### config.mk
export PLATFORM = sky130hd
export DESIGN_NAME = cal_field_counter
export DESIGN_NICKNAME = d
export VERILOG_FILES = /design/src/rtl/clock_pkg.sv /design/src/rtl/btn_repeat.sv /design/src/rtl/cal_field_counter.sv
export SDC_FILE = /design/constraint.sdc
export NUM_CORES = 1
export LEC_CHECK = 0
export BUFFER_PORTS_ARGS = -buffer_cell sky130_fd_sc_hd__buf_2
export CORE_MARGIN = 4
export CORE_UTILIZATION = 40
export CTS_BUF_LIST = sky130_fd_sc_hd__clkbuf_8
export DETAILED_ROUTE_END_ITERATION = 8
export SYNTH_ARGS = -nofsm -noshare
export SYNTH_HDL_FRONTEND = slang
export SYNTH_SLANG_ARGS = --single-unit
### constraint.sdc
create_clock -name clk -period 2.7 [get_ports clk]
set_clock_uncertainty 0.2 [all_clocks]
set_input_delay 0 -clock clk [delete_from_list [all_inputs] [get_ports clk]]
set_output_delay 0 -clock clk [all_outputs]
set_load 0.1 [all_outputs]
### src/rtl/clock_pkg.sv
// -----------------------------------------------------------------------------
// clock_pkg
// Shared constants and types for the clock's calendar/time field counters.
//   - Field widths and lowest legal value for each clock field.
//   - Default auto-repeat timing for the adjust buttons.
//   - Repeat FSM state type used by btn_repeat.
//   - cnt_width(): width of a counter that must hold values 0 .. max(a,b)-1.
// -----------------------------------------------------------------------------
package clock_pkg;

  // Field widths
  localparam int unsigned SEC_W    = 6;
  localparam int unsigned MINUTE_W = 6;
  localparam int unsigned HOUR_W   = 5;
  localparam int unsigned DAY_W    = 6;
  localparam int unsigned MONTH_W  = 4;
  localparam int unsigned YEAR_W   = 7;

  // Lowest legal value per field
  localparam int unsigned SEC_MIN_VAL    = 0;
  localparam int unsigned MINUTE_MIN_VAL = 0;
  localparam int unsigned HOUR_MIN_VAL   = 0;
  localparam int unsigned DAY_MIN_VAL    = 1;
  localparam int unsigned MONTH_MIN_VAL  = 1;
  localparam int unsigned YEAR_MIN_VAL   = 0;

  // Button auto-repeat timing (clock cycles)
  localparam int unsigned REPEAT_DELAY_DEFAULT = 25_000_000;
  localparam int unsigned REPEAT_RATE_DEFAULT  = 5_000_000;

  // Repeat FSM states
  typedef enum logic [1:0] {
    RPT_IDLE   = 2'd0,
    RPT_DELAY  = 2'd1,
    RPT_REPEAT = 2'd2
  } rpt_state_t;

  // Counter width able to hold 0 .. max(a,b)-1, never less than one bit.
  function automatic int unsigned cnt_width(input int unsigned a, input int unsigned b);
    int unsigned m;
    int unsigned w;
    m = (a > b) ? a : b;
    w = $clog2(m);
    return (w < 1) ? 1 : w;
  endfunction

endpackage

### src/rtl/btn_repeat.sv
// -----------------------------------------------------------------------------
// btn_repeat
// Press-edge detection plus hold-to-repeat timing for the field adjust buttons.
// A new press issues one step immediately; if the button stays held, a second
// step follows REPEAT_DELAY cycles later and then one every REPEAT_RATE cycles.
//
// Ports
//   clk      in   clock
//   rst_n    in   asynchronous active-low reset
//   enable   in   adjust mode (buttons are ignored while low)
//   up       in   increment button level
//   down     in   decrement button level
//   cancel   in   abort the current hold (parallel load); the FSM waits for a
//                 fresh press afterwards
//   step     out  combinational step strobe for the current cycle
//   step_up  out  step direction (1 = up, 0 = down), valid with step
// -----------------------------------------------------------------------------
module btn_repeat
  import clock_pkg::*;
#(
  parameter int unsigned REPEAT_DELAY = REPEAT_DELAY_DEFAULT,
  parameter int unsigned REPEAT_RATE  = REPEAT_RATE_DEFAULT
) (
  input  logic clk,
  input  logic rst_n,
  input  logic enable,
  input  logic up,
  input  logic down,
  input  logic cancel,
  output logic step,
  output logic step_up
);

  localparam int unsigned      CNT_W      = cnt_width(REPEAT_DELAY, REPEAT_RATE);
  localparam logic [CNT_W-1:0] DELAY_LAST = CNT_W'(REPEAT_DELAY - 1);
  localparam logic [CNT_W-1:0] RATE_LAST  = CNT_W'(REPEAT_RATE - 1);

  rpt_state_t       state_q, state_d;
  logic [CNT_W-1:0] cnt_q, cnt_d;
  logic             act_q;   // qualified direction was active last cycle
  logic             up_q;    // up level last cycle (direction when act_q)
  logic             act;
  logic             press;

  // Exactly one of up/down pressed, and only while adjusting.
  assign act     = enable & (up ^ down);
  // New press: direction just became active, or flipped polarity.
  assign press   = act & ~(act_q & (up_q == up));
  assign step_up = up;

  always_ff @(posedge clk or negedge rst_n) begin
    if (!rst_n) begin
      state_q <= RPT_IDLE;
      cnt_q   <= '0;
      act_q   <= 1'b0;
      up_q    <= 1'b0;
    end else begin
      state_q <= state_d;
      cnt_q   <= cnt_d;
      act_q   <= act;
      up_q    <= up;
    end
  end

  always_comb begin
    state_d = state_q;
    cnt_d   = cnt_q;
    step    = 1'b0;
    if (!act || cancel) begin
      state_d = RPT_IDLE;
      cnt_d   = '0;
    end else if (press) begin
      state_d = RPT_DELAY;
      cnt_d   = '0;
      step    = 1'b1;
    end else begin
      case (state_q)
        RPT_DELAY: begin
          if (cnt_q == DELAY_LAST) begin
            state_d = RPT_REPEAT;
            cnt_d   = '0;
            step    = 1'b1;
          end else begin
            cnt_d = cnt_q + 1'b1;
          end
        end
        RPT_REPEAT: begin
          if (cnt_q == RATE_LAST) begin
            cnt_d = '0;
            step  = 1'b1;
          end else begin
            cnt_d = cnt_q + 1'b1;
          end
        end
        default: begin
          // IDLE with the button still held (e.g. after a load): wait for
          // a release and a fresh press.
          state_d = RPT_IDLE;
          cnt_d   = '0;
        end
      endcase
    end
  end

endmodule

### src/rtl/cal_field_counter.sv
// -----------------------------------------------------------------------------
// cal_field_counter
// One calendar/time field (sec, min, hour, day, month, year) of the clock.
// Holds a value in [MIN_VAL, emax] with emax = max(max_val, MIN_VAL); advances
// on a cascade tick and emits a one-cycle carry when the tick wraps; supports
// manual up/down adjustment, parallel load, and clamps down when max_val
// shrinks at run time.
//
// Build option
//   CAL_FIELD_AUTOREPEAT_EN  defined: held buttons auto-repeat through
//                            btn_repeat (REPEAT_DELAY / REPEAT_RATE).
//                            undefined: one step per press, no repeat logic.
//
// Ports
//   clk         in   clock
//   rst_n       in   asynchronous active-low reset
//   tick        in   cascade pulse from the next-lower field
//   manual_set  in   adjust mode enable (level)
//   up / down   in   adjust buttons (levels, debounced)
//   load        in   parallel load strobe
//   load_val    in   value to load (clamped into range)
//   max_val     in   current upper bound (may change at run time)
//   value       out  field value (registered)
//   carry_out   out  one-cycle pulse on tick-driven wrap (registered)
//   adj_step    out  one-cycle pulse on each manual step (registered)
// -----------------------------------------------------------------------------
module cal_field_counter
  import clock_pkg::*;
#(
  parameter int unsigned WIDTH        = 6,
  parameter int unsigned MIN_VAL      = 1,
  parameter int unsigned RESET_VAL    = 1,
  parameter int unsigned REPEAT_DELAY = REPEAT_DELAY_DEFAULT,
  parameter int unsigned REPEAT_RATE  = REPEAT_RATE_DEFAULT
) (
  input  logic             clk,
  input  logic             rst_n,
  input  logic             tick,
  input  logic             manual_set,
  input  logic             up,
  input  logic             down,
  input  logic             load,
  input  logic [WIDTH-1:0] load_val,
  input  logic [WIDTH-1:0] max_val,
  output logic [WIDTH-1:0] value,
  output logic             carry_out,
  output logic             adj_step
);

  // Reject unusable parameter sets at elaboration.
  if ((RESET_VAL < MIN_VAL) || ((RESET_VAL >> WIDTH) != 0) ||
      (REPEAT_DELAY < 1) || (REPEAT_RATE < 1)) begin : g_bad_cfg
    $error("cal_field_counter: illegal parameter combination");
  end

  // One extra bit so value+1 cannot overflow when emax = 2^WIDTH-1.
  localparam logic [WIDTH:0] MIN_X = (WIDTH+1)'(MIN_VAL);

  logic [WIDTH-1:0] value_q, value_d;
  logic             carry_q, carry_d;
  logic             adj_q, adj_d;

  logic             step;
  logic             step_up;

  // ---------------------------------------------------------------------------
  // Manual step source
  // ---------------------------------------------------------------------------
`ifdef CAL_FIELD_AUTOREPEAT_EN
  btn_repeat #(
    .REPEAT_DELAY (REPEAT_DELAY),
    .REPEAT_RATE  (REPEAT_RATE)
  ) u_btn_repeat (
    .clk     (clk),
    .rst_n   (rst_n),
    .enable  (manual_set),
    .up      (up),
    .down    (down),
    .cancel  (load),
    .step    (step),
    .step_up (step_up)
  );
`else
  logic press_act;
  logic press_act_q;
  logic press_up_q;

  assign press_act = manual_set & (up ^ down);

  always_ff @(posedge clk or negedge rst_n) begin
    if (!rst_n) begin
      press_act_q <= 1'b0;
      press_up_q  <= 1'b0;
    end else begin
      press_act_q <= press_act;
      press_up_q  <= up;
    end
  end

  // One step per new press (or polarity change); a concurrent load wins.
  assign step    = press_act & ~(press_act_q & (press_up_q == up)) & ~load;
  assign step_up = up;
`endif

  // ---------------------------------------------------------------------------
  // Value datapath
  // ---------------------------------------------------------------------------
  logic [WIDTH:0] val_x;
  logic [WIDTH:0] max_x;
  logic [WIDTH:0] emax_x;
  logic [WIDTH:0] load_x;
  logic [WIDTH:0] inc_x;
  logic [WIDTH:0] dec_x;
  logic [WIDTH:0] next_x;

  assign val_x  = {1'b0, value_q};
  assign max_x  = {1'b0, max_val};
  assign load_x = {1'b0, load_val};
  assign emax_x = (max_x > MIN_X) ? max_x : MIN_X;

  // Up wraps from emax (or anything above it) to MIN_VAL.
  assign inc_x  = (val_x >= emax_x) ? MIN_X : (val_x + 1'b1);
  // Down wraps from MIN_VAL to emax; an out-of-range value also lands on emax.
  assign dec_x  = ((val_x <= MIN_X) || (val_x > emax_x)) ? emax_x : (val_x - 1'b1);

  always_comb begin
    next_x  = val_x;
    carry_d = 1'b0;
    adj_d   = 1'b0;
    if (load) begin
      if (load_x < MIN_X) begin
        next_x = MIN_X;
      end else if (load_x > emax_x) begin
        next_x = emax_x;
      end else begin
        next_x = load_x;
      end
    end else if (step) begin
      next_x = step_up ? inc_x : dec_x;
      adj_d  = 1'b1;
    end else if (tick && !manual_set) begin
      next_x  = inc_x;
      carry_d = (val_x >= emax_x);
    end else if (val_x > emax_x) begin
      next_x = emax_x;
    end
    value_d = WIDTH'(next_x);
  end

  always_ff @(posedge clk or negedge rst_n) begin
    if (!rst_n) begin
      value_q <= WIDTH'(RESET_VAL);
      carry_q <= 1'b0;
      adj_q   <= 1'b0;
    end else begin
      value_q <= value_d;
      carry_q <= carry_d;
      adj_q   <= adj_d;
    end
  end

  assign value     = value_q;
  assign carry_out = carry_q;
  assign adj_step  = adj_q;

endmodule
==> results of run 1 <==
==> power by group <==
group / internal, W / total (W) / leakage, nW / switching, W
logic: 0.000264 / 0.000802 / 0.613 / 0.000537
clock network: 0.0000998 / 0.000162 / 0.0269 / 0.0000620
registers: 0.000191 / 0.000235 / 0.118 / 0.0000438
total: 0.000556 / 0.00120 / 0.757 / 0.000643
==> per-stage QoR <==
| stage | std cells | cell area [µm²] |
|---|---|---|
| floorplan | 156 | 1260 |
| global placement | 228 | 1470 |
| detailed placement | 228 | 1470 |
| CTS | 244 | 1630 |
| global route | 245 | 1670 |
| finish | 245 | 1670 |
==> layout make-up <==
class / instances / area (µm²) / area share, %
clock buffers: 3 / 41.3 / 2.48
clock inverters: 1 / 3.75 / 0.225
inverters: 12 / 45.0 / 2.70
multi-input cells: 130 / 957 / 57.4
flip-flops and latches: 10 / 262 / 15.7
well taps: 44 / 55.1 / 3.30
repair buffers: 45 / 303 / 18.2
==> timing repair <==
item | in CTS | in global routing
endpoints found under the setup margin | 0 | 6
endpoints found under the hold margin | 17 | 0
hold buffers | 12 | 0
setup buffers | 0 | 1
resized for setup | 0 | 9
==> worst reg2reg max path, stage by stage (launching register included) <==
cell and delay (ns):
dfstp_4 0.66, inv_1 0.09, ha_1 0.24, nor2_1 0.25, nor3_1 0.10, o31ai_2 0.18, buf_4 0.19, mux2i_1 0.19
o21ai_1 0.08, a32oi_1 0.18
==> path summary, 6_finish.rpt <==
path | startpoint | end | slack, ns | cells after the start
setup / recovery | max_val[4] | value[2] | 0.05 | 13
hold / removal | max_val[1] | value[1] | 0.02 | 3
setup reg to reg | value[0] | value[0] | 0.25 | 9
hold reg to reg | press_act_q | adj_step | 0.46 | 3
max in group asynchronous | rst_n | value[4] | 1.38 | 3
min in group asynchronous | rst_n | value[0] | 0.03 | 2
==> registers in the layout, summed over array words and instances (netlist names) <==
name         cells
value            6
adj_step         1
carry_out        1
press_act_q      1
press_up_q       1
==> cell usage in the layout, fill, tap and decap left out, drive strengths merged, types with 6 or more instances in the layout <==
cell type and n:
a21oi 10, buf 33, dfrtp 9, dlygate4sd3 12
ha 15, inv 13, nand2 15, nand3 9
nor2 12, o21ai 8, xor2 6
==> per-layer routing <==
layer | vias up | GRT usage [%] | part of all wire, %
met3 | 10 | 2.64 | 5.7
met2 | 65 | 33.9 | 48
met4 | 0 | 8.63 | 2.6
li1 | 654 | - | -
met5 | - | 0 | 0
met1 | 624 | 25.8 | 43
==> cell families (layout without fill, tap and decap cells) <==
group | after synthesis | after routing | synth area share (%)
simple gates | 62 | 62 | 25.4
compound gates | 41 | 41 | 25.2
buf+inv | 16 | 61 | 5.69
fa+ha+maj | 15 | 15 | 15.0
xor+xnor | 10 | 10 | 6.99
flops | 10 | 10 | 20.1
mux | 2 | 2 | 1.70
==> metrics.cfg, run 1 <==
[floorplanning]
die_area_um2 = 4090
die-width_um = 64.0
die_height_um = 64.0
initial_utilization_pct = 41.4
num_io_pins = 27
core_um2 = 3030
num_rows = 20

[critical_path]
crit_arrival_ns = 2.60
cp.required_ns = 2.64
critPathLaunchType = primary input
crit_path_end_kind = register
cpMostUsedCell = o21ai_1
critPathMaxFanout = 7
slowest_stage = dlygate4sd3_1
crit_type = primary input to register
critical_path.top_delay_family = buffers and inverters
worstPathCellList = dlygate4sd3_1 -> buf_2 -> nor4_2 -> a21oi_2 -> inv_2 -> ha_2 -> and2_1 -> o311ai_4 -> o31ai_2 -> buf_4 -> o21ai_1 -> o21ai_1 -> a41oi_1
crit_buf_inv = 4
max_stage_delay_ns = 0.54

[cells_and_area]
final_util_pct = 55.0
fin_nets = 236
synthToLayoutAreaGrowth_pct = 33.1
drive_above_1_share_pct = 28.9
fillerInstances = 306
diodes = 0

[global_route]
grt_usage_pct = 20.2
grt_pass1_vias = 1337
grt_pass1_wl_mm = 6.46
overflow = 0
grt_antenna_before_repair = 0
grt_max_degree = 11

[worst_hold_path]
min-delay-path-class = primary input to register

[logic_synthesis]
ys_async_sr_fraction_pct = 100
netlist.area_leader.share_pct = 18.0
synth_seq_area_share_pct = 20.1
synth-edff-count = 0
synthTopCellsByCount = 15 x ha_1, 15 x nand2_1, 12 x nor2_1, 11 x inv_1, 10 x a21oi_1
synth.area.top_cells = dfrtp_1 18%, ha_1 15%, nand2_1 4.5%
yosys.area.top_type = dfrtp_1
syn_inst = 156
synth_cell_types = 49
syn_area_um2 = 1250
yosysWarningCount = 0
synth_ff_type = dfrtp_1
synth.avg_cell_area_um2 = 8.03
synth.net_count = 190
yosys_register_bits = 10

[placed_design]
post-place-ws_ns = 0.288
dp_hpwl_mm = 3.06
gp_congestion = 0.904
io_buffer_count = 26

[sta]
setup_slack_ns = 0.0489
setup_viol = 0
period_minus_slack_ns = 2.65
fin_tns_setup_ns = 0
drv_slew = 0
max_freq_mhz = 377
slew_headroom_pct = 67.8
hold_viol = 0
worst_pin_slew_ns = 0.487
holdWs_ns = 0.0190
period_share_pct = 98.2

[cts]
cts.sinks = 10
cts_root_buf = clkbuf_8
clk_pin_slew_worst_paths_ns = 0.05
clock_path_buffers = 2
htree_num_levels = 1
cts_tree = yes
insertion_delay_ns = 0.24
cts_buffers = 3

[drt]
wl_mm = 3.88
drc_errors = 0
ant_nets = 0
routed_via_density = 5.52
vias = 1353
drt_iter0_drc = 69
first_pass_iters = 4
avgRoutedWirePerCell_um = 15.8

[pwr]
power_density_nw_per_um2 = 719
leakage_nw = 0.757
finalPower_w = 0.00120
vdd_drop_max_mv = 0.250

[run_status]
outcome = finished clean

[run]
maxCapViolations = 0

No activity file was read; power rests on OpenSTA's default activity.
==> run 2, diff against run 1 <==
--- a/config.mk
+++ b/config.mk
@@ -5,10 +5,12 @@
 export SDC_FILE = /design/constraint.sdc
 export NUM_CORES = 1
 export LEC_CHECK = 0
+export ABC_AREA = 1
 export BUFFER_PORTS_ARGS = -buffer_cell sky130_fd_sc_hd__buf_2
 export CORE_MARGIN = 4
 export CORE_UTILIZATION = 40
 export CTS_BUF_LIST = sky130_fd_sc_hd__clkbuf_8
+export CTS_CLUSTER_DIAMETER = 200
 export DETAILED_ROUTE_END_ITERATION = 8
 export SYNTH_ARGS = -nofsm -noshare
 export SYNTH_HDL_FRONTEND = slang
==> run 2 against run 1 <==
  * Count of clock-buffer cells in the layout increased by 1
  * Via count grew 16%
  * Fmax is 8.9% higher
  * Register-to-register slack improved by 0.16 ns
  * Flip-flop and latch count unchanged
  * Setup slack gained 0.22 ns
  * Total power increased by 3.2%
  * Critical endpoint is now value[3]
==> metrics.cfg, run 2 <==
[floorplanning]
num_io_pins = 27
die-width_um = 68.9
core_um2 = 3470
initial_utilization_pct = 42.8
die_area_um2 = 4750
num_rows = 21
die_height_um = 68.9

[critical_path]
worstPathCellList = dlygate4sd3_1 -> buf_2 -> inv_1 -> nand3_1 -> nand2_1 -> ha_1 -> inv_1 -> nand2_1 -> nand2_1 -> nand2_1 -> nand3_2 -> nand2_4 -> nand2_4 -> nor2_1 -> a21oi_1 -> o21ai_0 -> a21oi_1
rrSetupSlack_ns = 0.41
crit_path_end_kind = register
cpMostUsedCell = nand2_1
critPathLaunchType = primary input
crit_buf_inv = 4
crit_arrival_ns = 2.35
critical_path.top_delay_family = simple AND/OR/NAND/NOR gates
crit_type = primary input to register
max_stage_delay_ns = 0.53
critPathMaxFanout = 10
cp.required_ns = 2.62
slowest_stage = dlygate4sd3_1

[cts]
cts.sinks = 10
post_cts_buffers = 0
cts_buffers = 3
cts_root_buf = clkbuf_8
clock_path_buffers = 2
cts_tree = yes
htree_num_levels = 1
cts_resized = 0
clk_pin_slew_worst_paths_ns = 0.05
insertion_delay_ns = 0.24

[drt]
ant_nets = 0
avgRoutedWirePerCell_um = 12.6
wl_mm = 4.04
routed_via_density = 4.89
drc_errors = 0
drt_iter0_drc = 85
first_pass_iters = 4
vias = 1571

[logic_synthesis]
synthTopCellsByCount = 58 x nand2_1, 35 x inv_1, 31 x nor2_1, 20 x nand3_1, 15 x ha_1
synth_seq_area_share_pct = 16.9
syn_area_um2 = 1490
synth.area.top_cells = dfrtp_1 15%, nand2_1 15%, ha_1 13%
netlist.area_leader.share_pct = 15.2
yosys.area.top_type = dfrtp_1
synth.avg_cell_area_um2 = 6.29
syn_inst = 236
yosysMostFrequentCell = nand2_1
yosysWarningCount = 0
synth_cell_types = 31
ys_async_sr_fraction_pct = 100
synth-edff-count = 0
yosys_register_bits = 10
synth_ff_type = dfrtp_1
synth.net_count = 270

[placed_design]
dpl-instance-area_um2 = 1670
gp_congestion = 0.915
dp_hpwl_mm = 3.25
io_buffer_count = 26

[pwr]
p_switching_w = 0.000696
clkPwrFrac_pct = 15.2
p_sw_share_pct = 56.2
seqPwrFrac_pct = 18.3
leakage_nw = 1.02
p_comb_share_pct = 66.5
vdd_drop_max_mv = 0.198
internal_power_w = 0.000542
power_density_nw_per_um2 = 681
finalPower_w = 0.00124

[global_route]
met1_usage_pct = 26.4
grt_usage_pct = 19.5
grt_pass1_vias = 1412
grt_antenna_before_repair = 0
met3_usage_pct = 2.59
grt_use_met2_pct = 32.5
grt.busiest_layer = met2
grt_max_degree = 11
overflow = 0
grt_pass1_wl_mm = 6.90

[sta]
worst_pin_slew_ns = 0.488
drv_slew = 0
holdWs_ns = 0.0170
period_share_pct = 90.2
slew_headroom_pct = 67.7
period_minus_slack_ns = 2.43
setup_viol = 0
fin_tns_setup_ns = 0
rsz0062_at_grt = false
max_freq_mhz = 411
hold_viol = 0

[cells_and_area]
drive_above_1_share_pct = 22.5
synthToLayoutAreaGrowth_pct = 22.3
finish.instance_area_um2 = 1820
largest_reg_flops = 6
layout_commonest_cell = nand2_1
final_util_pct = 52.4
final_cell_mix = 58 x nand2_1, 35 x inv_1, 31 x nor2_1, 26 x buf_2, 20 x nand3_1
fin_nets = 310
diodes = 0

[run_status]
outcome = finished clean

[run]
maxCapViolations = 0

[worst_hold_path]
min-delay-path-class = primary input to register

run 2: cell types whose count changed in the layout (fill, tap and decap cells not counted), moves of 5 or more:
cell	before	now
inv_1	11	35
nand3_1	9	20
nand2_2	0	6
o21ai_0	1	6
nor2_1	12	31
nand2_1	15	58
dfrtp_1	4	9
dfrtp_2	5	0
nand2_4	0	5
run 2: kinds of logic after synthesis:
logic type      Yosys count  synth area share (%)
compound gates           32                  12.7
xor+xnor                  4                  2.36
fa+ha+maj                15                  12.6
buf+inv                  42                  11.8
flops                    10                  16.9
simple gates            133                  43.6
run 2: cell type report:
class | instances | area [µm²]
fillers | 368 | 1650
multi-input cells | 184 | 1060
flip-flops and latches | 10 | 251
repair buffers | 38 | 243
inverters | 39 | 151
well taps | 46 | 57.6
clock buffers | 4 | 55.1
run 2: final timing paths:
check / cells past startpoint / from / endpoint
setup / recovery: 17 / max_val[3] / value[3]
hold / removal: 5 / load_val[1] / value[1]
setup reg to reg: 8 / value[0] / value[3]
hold reg to reg: 3 / press_act_q / adj_step
max in group asynchronous: 3 / rst_n / value[1]
min in group asynchronous: 2 / rst_n / value[0]
run 2: routing by layer:
metal  up-vias  routed length (µm)  part of all wire [%]
met2        47                1900                    47
met5         -                   0                     0
met4         0                  49                   1.2
li1        830                   -                     -
met1       689                1850                    46
met3         5                 243                   6.0
run 2: metrics by stage:
step	worst slack, ns	instances
floorplan	0.157	236
global placement	0.431	308
detailed placement	0.423	308
CTS	0.279	321
global route	0.0514	321
finish	0.265	321
run 2: worst register-to-register path, delay by kind of cell (launching register included):
family          cells  cell delay, ns
compound gates      4            0.69
simple gates        2            0.28
fa+ha+maj           1            0.27
buf+inv             1            0.15
flops               1            0.59
run 2: timing repair:
action	CTS	global route
hold buffers	9	0
endpoints found under the hold margin	16	0
endpoints found under the setup margin	0	0
run 2: power by group through the flow:
stage | registers [W] | clock network [W] | logic [W]
after floorplan | 0.000421 | 0 | 0.000432
after global placement | 0.000228 | 0 | 0.000811
after detailed placement | 0.000230 | 0 | 0.000806
after CTS | 0.000227 | 0.000194 | 0.000822
after global routing | 0.000231 | 0.000206 | 0.000903
final | 0.000226 | 0.000189 | 0.000823
